===== config.mk =====
export PLATFORM = sky130hd
export DESIGN_NAME = rp_dac
export DESIGN_NICKNAME = d
export VERILOG_FILES = /design/src/rtl/rp_dac.sv
export SDC_FILE = /design/constraint.sdc
export NUM_CORES = 1
export LEC_CHECK = 0
export ABC_CLOCK_PERIOD_IN_PS = 4320
export BUFFER_PORTS_ARGS = -buffer_cell sky130_fd_sc_hd__buf_2
export CAP_MARGIN = 20
export CORE_MARGIN = 2
export CORE_UTILIZATION = 40
export DETAILED_ROUTE_END_ITERATION = 16
export PLACE_DENSITY_LB_ADDON = 0.2
export SETUP_SLACK_MARGIN = 0.3
export SLEW_MARGIN = 20
export SYNTH_ARGS = -nofsm -noshare
export SYNTH_HDL_FRONTEND = slang
export SYNTH_SLANG_ARGS = --single-unit

===== constraint.sdc =====
create_clock -name adc_clk -period 4.32 [get_ports adc_clk]
set_input_delay 0.864 -clock adc_clk [delete_from_list [all_inputs] [get_ports adc_clk]]
set_output_delay 0.864 -clock adc_clk [all_outputs]
set_load 0.005 [all_outputs]

===== src/rtl/rp_dac.sv =====
// rp_dac: interleaved DAC output stage.
// Takes signed channel-0/channel-1 sample pairs over a valid/ready handshake
// and converts them to DAC code format. It time-multiplexes both channels onto
// one DAC bus on alternate cycles and sequences the converter reset.
// A built-in ramp pattern can replace the input stream.
// All outputs are registered and are computed from the next-state values, so
// an output register always describes the state the block is entering.
module rp_dac #(
  parameter int DAC_BITWIDTH = 14,
  parameter int RST_CYCLES   = 16
) (
  input  logic                    adc_clk,
  input  logic                    adc_rstn,
  input  logic [DAC_BITWIDTH-1:0] dac0_in,
  input  logic [DAC_BITWIDTH-1:0] dac1_in,
  input  logic                    dac_valid,
  output logic                    dac_ready,
  input  logic                    enable,
  input  logic                    test_mode,
  output logic [DAC_BITWIDTH-1:0] dac_dat,
  output logic                    dac_sel,
  output logic                    dac_wrt,
  output logic                    dac_rst
);

  localparam int CNT_W = $clog2(RST_CYCLES + 1);
  localparam logic [DAC_BITWIDTH-1:0] MID_SCALE = {1'b0, {(DAC_BITWIDTH-1){1'b1}}};

  typedef enum logic [1:0] {
    ST_RST  = 2'd0,
    ST_IDLE = 2'd1,
    ST_RUN  = 2'd2
  } state_e;

  // Two's complement sample -> offset-binary DAC code (inverted magnitude bits).
  function automatic logic [DAC_BITWIDTH-1:0] to_code(input logic [DAC_BITWIDTH-1:0] s);
    return {s[DAC_BITWIDTH-1], ~s[DAC_BITWIDTH-2:0]};
  endfunction

  // Control state.
  state_e                  state_q, state_d;
  logic [CNT_W-1:0]        cnt_q, cnt_d;
  logic                    phase_q, phase_d;
  // Pair source for the pair currently on the bus: 1 = ramp, 0 = held pair.
  logic                    mode_q, mode_d;
  logic [DAC_BITWIDTH-1:0] hold0_q, hold0_d;
  logic [DAC_BITWIDTH-1:0] hold1_q, hold1_d;
  logic [DAC_BITWIDTH-1:0] ramp_q, ramp_d;

  // Output registers.
  logic [DAC_BITWIDTH-1:0] dat_q, dat_d;
  logic                    sel_q, sel_d;
  logic                    wrt_q, wrt_d;
  logic                    ready_q, ready_d;
  logic                    rst_q, rst_d;

  logic                    accept;
  logic [DAC_BITWIDTH-1:0] src0, src1;

  assign accept = ready_q & dac_valid;

  // Next-state logic: reset sequencing, phase toggling, pair capture and ramp.
  always_comb begin
    // NOTE: every signal gets a default before the case so no path leaves it unassigned (no latches).
    state_d = state_q;
    cnt_d   = cnt_q;
    phase_d = phase_q;
    mode_d  = mode_q;
    hold0_d = hold0_q;
    hold1_d = hold1_q;
    ramp_d  = ramp_q;

    unique case (state_q)
      ST_RST: begin
        phase_d = 1'b0;
        if (cnt_q == CNT_W'(RST_CYCLES)) begin
          state_d = ST_IDLE;
        end else begin
          cnt_d = cnt_q + 1'b1;
        end
      end

      ST_IDLE: begin
        phase_d = 1'b0;
        if (enable) begin
          state_d = ST_RUN;
          mode_d  = test_mode;
        end
      end

      ST_RUN: begin
        // End of a pair: capture the next pair and advance the ramp.
        if (phase_q) begin
          if (accept) begin
            hold0_d = dac0_in;
            hold1_d = dac1_in;
          end
          if (mode_q) begin
            ramp_d = ramp_q + 1'b1;
          end
        end

        if (!enable) begin
          // Leaving RUN drops whatever pair was held, even one accepted this cycle.
          state_d = ST_IDLE;
          phase_d = 1'b0;
          hold0_d = '0;
          hold1_d = '0;
        end else begin
          phase_d = ~phase_q;
          // The source only changes at a pair boundary so a pair is never split.
          if (phase_q) begin
            mode_d = test_mode;
          end
        end
      end

      default: begin
        state_d = ST_RST;
        cnt_d   = '0;
        phase_d = 1'b0;
      end
    endcase
  end

  // Output decode from the next state, so the registers line up with the state they describe.
  always_comb begin
    src0    = mode_d ? ramp_d  : hold0_d;
    src1    = mode_d ? ~ramp_d : hold1_d;
    dat_d   = MID_SCALE;
    sel_d   = 1'b0;
    wrt_d   = 1'b0;
    ready_d = 1'b0;
    rst_d   = 1'b0;

    unique case (state_d)
      ST_RUN: begin
        dat_d   = phase_d ? to_code(src1) : to_code(src0);
        sel_d   = phase_d;
        wrt_d   = phase_d;
        ready_d = phase_d & ~mode_d & ~test_mode;
      end
      ST_IDLE: begin
        dat_d = MID_SCALE;
      end
      default: begin
        rst_d = 1'b1;
      end
    endcase
  end

  // State and output registers with synchronous active-low reset.
  always_ff @(posedge adc_clk) begin
    // NOTE: sequential state uses non-blocking assignments so every register samples pre-edge values.
    if (!adc_rstn) begin
      state_q <= ST_RST;
      cnt_q   <= '0;
      phase_q <= 1'b0;
      mode_q  <= 1'b0;
      hold0_q <= '0;
      hold1_q <= '0;
      ramp_q  <= '0;
      dat_q   <= MID_SCALE;
      sel_q   <= 1'b0;
      wrt_q   <= 1'b0;
      ready_q <= 1'b0;
      rst_q   <= 1'b1;
    end else begin
      state_q <= state_d;
      cnt_q   <= cnt_d;
      phase_q <= phase_d;
      mode_q  <= mode_d;
      hold0_q <= hold0_d;
      hold1_q <= hold1_d;
      ramp_q  <= ramp_d;
      dat_q   <= dat_d;
      sel_q   <= sel_d;
      wrt_q   <= wrt_d;
      ready_q <= ready_d;
      rst_q   <= rst_d;
    end
  end

  assign dac_dat   = dat_q;
  assign dac_sel   = sel_q;
  assign dac_wrt   = wrt_q;
  assign dac_ready = ready_q;
  assign dac_rst   = rst_q;

endmodule


[Yosys cells after proc, flatten, opt, wreduce, memory -nomap -nowiden]
Cells that the tools add are included.
Word-level totals
  bits in registers: 68
  output and inout port bits: 18
Operators by class
  equality and inequality tests: 6
  bitwise logic cells: 10
  add/subtract/negate cells: 2
  reductions and logical operators: 5
  multiplexer cells: 27
Operator list (count)
  two-way mux 14 bit: 14
  inverter 13 bit: 2
  adder 14 x 1 -> 14 bit (second input constant): 1
  inverter 14 bit: 1
  one-hot mux 5 bit (2 select lines): 1
  two-way mux 1 bit: 6
  two-way mux 2 bit: 3
  one-hot mux 2 bit (3 select lines): 1
  adder 5 x 1 -> 5 bit (second input constant): 1
  == test 5 bit (second input constant): 1
  two-way mux 5 bit: 1
  == test 2 x 1 -> 1 bit (second input constant): 2
  == test 2 bit (second input constant): 2
  inverter 1 bit: 4
  AND reduction 2 bit: 2
  OR reduction 2 bit: 2
  AND 1 bit: 3
  logical NOT 2 bit: 1
  != test 2 bit (second input constant): 1
  one-hot mux 1 bit (2 select lines): 1

[Longest topological paths before layout]
  depth after elaboration: 8
  mapped depth: 14
  depth with buffers taken out: 13

[Least setup slack after synthesis]
No wires, ideal clock.
  path kind: input port to flip-flop
  start: input enable
  end: register dat_q[11], in the netlist dac_dat[11]
  data required time: 4.217 ns
  setup slack: 1.679 ns
  arrival time: 2.539 ns
  stages on the path: 10
  cells stage by stage: nor2b_1 > buf_2 > nor2_1 > a211o_1 > ha_1 > nand2_1 > nor2_4 > and3_4 > buf_6 > a222oi_1
On the way
  cells in the longest elaborated chain, start to end: 5
RTL lines
  start, declared: line 18  | input logic enable,
  two-way mux 1 bit (tied with other cells): line 103  | if (!enable) begin
  one-hot mux 1 bit (2 select lines) / two-way mux 14 bit (equally long branches): line 73  | unique case (state_q)
  two-way mux 14 bit, on equally long branches: line 128, 129
  inverter 13 bit: line 37  | return {s[DAC_BITWIDTH-1], ~s[DAC_BITWIDTH-2:0]};
  two-way mux 14 bit: line 138  | dat_d = phase_d ? to_code(src1) : to_code(src0);
  end signal, assigned: line 176  | dat_q <= dat_d;
  end, declared: line 51  | logic [DAC_BITWIDTH-1:0] dat_q, dat_d;
Several ways; a longest one is shown, not always the timed one.
A chain may end at the register's enable or synchronous reset.

[Worst setup path in the final report]
  start: register state_q[0]
  end: register dat_q[8], in the netlist dac_dat[8]
On the way
  cells in the longest elaborated chain, start to end: 6
RTL lines
  start, declared: line 41  | state_e state_q, state_d;
  start signal, assigned: line 169  | state_q <= state_d;
  parallel branches: the longest is 6 deep, another holds one-hot mux 2 bit (3 select lines)
Several ways; the timed one is not identified.

==> flow_summary.toml <==
[sta]
slew_violations = 0
tns_ns = 0
max_freq_ghz = 0.338
slew_headroom_pct = 52.4
hold_viol = 0
min_period_ns = 2.96
setup_viol = 0
grt_setup_unrepaired = "no"
final.setup.worst_slack_ns = 1.36
finalClockSkew_ns = 0.00712
post-route-period-util_pct = 68.4
worst_slew_pin_slew_ns = 0.714

[drt]
viasPerCell = 5.08
antenna_left = 0
drt_iter0_markers = 92
first_pass_iters = 4
post_drt_wl_per_cell_um = 14.1
route.detailed.drc = 0
routed_wl_mm = 7.24
dr_total_vias = 2612

[synth]
ys_seq_elements = 68
synthArstFlopShare_pct = 0
netlist_area_um2 = 3210
synth_largest_area_cell = "dfxtp_1"
synth_ff_type = "dfxtp_1"
synth.yosys.warnings = 0
synth.distinct_cells = 57
yosysTopAreaCellShare_pct = 42.4
avgSynthCellArea_um2 = 8.89
synth_edf_count = 0
synth_area_leaders = "dfxtp_1 42%, nand2_1 6.3%, xnor2_1 5.7%, a21oi_1 4.8%, nor2_1 4.3%"
netlist_instances = 361
synthesis.nets = 402
seq_area_frac_synth_pct = 42.4

[global_route]
overflow = 0
grt_max_degree = 25
grt_pass1_vias = 2440
track_usage_pct = 17.3
grt_pass1_wl_mm = 11.8
antenna_found_initial = 0

[clocking]
numClockSinks = 68
postCtsSetupBuffers = 0
clkTransAtPathRegs_ns = 0.07
hold_buffers = 0
clockBufferDepth = 2
clock_latency_ns = 0.34
cts_tree = "built"
numCtsBuffers = 9
cts_root_buf = "clkbuf_8"
cts-resized-gates = 0
cts.htree.levels = 3

[worst_setup_path]
cp-end-kind = "flop"
startpoint = "state_q[0]"
timing.rr.start = "state_q[0]"
cp-start-kind = "flop"
worstPathRequired_ns = 4.55
crit_type = "reg2reg"
cp.arrival_ns = 3.18
worstPathMaxFanout = 19

[power]
cellPowerDensity_nw_per_um2 = 346
power.total_mw = 1.29
ir_drop_v = 0.000224
p_leak_nw = 1.40

[die]
die_h_um = 93.6
rows = 32
die-area_um2 = 8760
initial_core_util_pct = 41.3
pin_count = 51
die_w_um = 93.6
core_um2 = 7770

[status]
status = "completed"

[placement]
hpwlAfterDp_mm = 5.42
io_buffers = 50
place_ws_ns = 1.32
place.gp.congestion = 0.826
place_inst = 497

[cells_and_area]
n_antenna_cell = 0
syn_to_final_growth_pct = 16.3
stdcell_count = 514
drive_gt1_share_pct = 22.1
nets = 448
fin_util_pct = 48.1

[min_path]
hp-start = "hold0_q[4]"
hold_class = "reg2reg"

[flow_run]
cap_violations = 0
[per-stage QoR]
stage | hold WS, ns | area, um^2
2_1_floorplan | 0.433 | 3210
4_1_cts | 0.457 | 3720
6_report | 0.456 | 3730
3_3_place_gp | 0.441 | 3480
3_5_place_dp | 0.446 | 3480
5_1_grt | 0.483 | 3730
[synthesized netlist by cell type, types with 2 or more instances]
cell and number:
dfxtp_1 68, nand2_1 54, nor2_1 37, a21oi_1 31
xnor2_1 21, and2_1 18, mux2i_1 12, ha_1 8
inv_1 6, nand3_1 6, buf_2 5, nand4_1 5
nor2b_1 5, o21ai_0 5, xor2_1 5, a22oi_1 4
and3_1 4, buf_4 4, buf_6 4, clkbuf_1 4
nor2_4 4, nor3_1 4, a222oi_1 3, o311ai_1 3
a211o_1 2, a211oi_1 2, and4_1 2, mux2_2 2
nand2b_1 2, nor3_2 2, o2bb2ai_1 2, or3_1 2
[sequential cells by signal, summed over array words and instances, names as in the netlist]
name       cells
ramp_q        14
phase_q        1
hold1_q       14
state_q        2
mode_q         1
dac_rst        1
dac_ready      1
hold0_q       14
cnt_q          5
dac_wrt        1
dac_dat       14
[where the power goes]
| part | leakage (nW) | total, mW | switching, mW | internal (mW) |
|---|---|---|---|---|
| Clock | 0.117 | 0.627 | 0.242 | 0.385 |
| Combinational | 0.730 | 0.0340 | 0.0185 | 0.0155 |
| Sequential | 0.549 | 0.631 | 0.00262 | 0.629 |
| Total | 1.40 | 1.29 | 0.263 | 1.03 |
[worst paths after layout]
kind	cells past startpoint	end	slack, ns
worst max register to register	11	dac_dat[8]	1.36
worst max-delay path	11	dac_dat[8]	1.36
worst min-delay path	2	hold0_q[4]	0.46
worst min register to register	2	hold0_q[4]	0.46
[per-layer routing]
| metal | up-vias | GRT usage, % | part of all wire, % | wire length [um] |
|---|---|---|---|---|
| met2 | 63 | 28.2 | 46 | 3350 |
| li1 | 1312 | - | - | - |
| met3 | 9 | 5.56 | 6.0 | 438 |
| met4 | 0 | 5.07 | 1.3 | 95 |
| met5 | - | 0 | 0 | 0 |
| met1 | 1228 | 22.0 | 46 | 3350 |
[layout by cell type, fill, tap and decap left out, types with 3 or more instances in the layout]
master     Yosys  final
dfxtp_1       68     68
nand2_1       54     54
buf_2          5     50
nor2_1        37     37
a21oi_1       31     31
xnor2_1       21     21
and2_1        18     18
mux2i_1       12     12
clkbuf_8       0      9
ha_1           8      8
inv_1          6      6
nand3_1        6      6
nor2b_1        5      5
o21ai_0        5      5
xor2_1         5      5
nand4_1        5      5
nor2_4         4      4
and3_1         4      4
nor3_1         4      4
a22oi_1        4      4
a222oi_1       3      3
o311ai_1       3      3
bufinv_16      0      3
[cell type report]
class / count / area [um^2]
inverter: 8 / 30.0
fill: 791 / 4030
multi-input combinational: 267 / 1700
tap: 102 / 128
sequential: 68 / 1360
timing repair buffer: 53 / 277
clock buffer: 10 / 128
clock inverter: 6 / 111
[critical path, stage by stage, from the launching register on]
cell and delay, ns:
dfxtp_1 0.35, inv_1 0.09, ha_1 0.40, nor2b_1 0.18, buf_4 0.24, nor2_1 0.07, a211o_1 0.31, ha_1 0.26
nand2_1 0.28, nor2_4 0.07, and3_4 0.24, a222oi_1 0.37
[kinds of logic (layout without fill, tap and decap cells)]
group	Yosys count	after routing	share of synthesized area, %
buffers and inverters	26	77	4.64
AOI/OAI and AO/OA	60	60	12.0
xor gates and xnor gates	27	27	7.60
adders and majority gates	8	8	3.12
muxes	15	15	4.91
and+or+nand+nor	157	157	25.3
DFF	68	68	42.4
(Power assumes the default switching activity.)
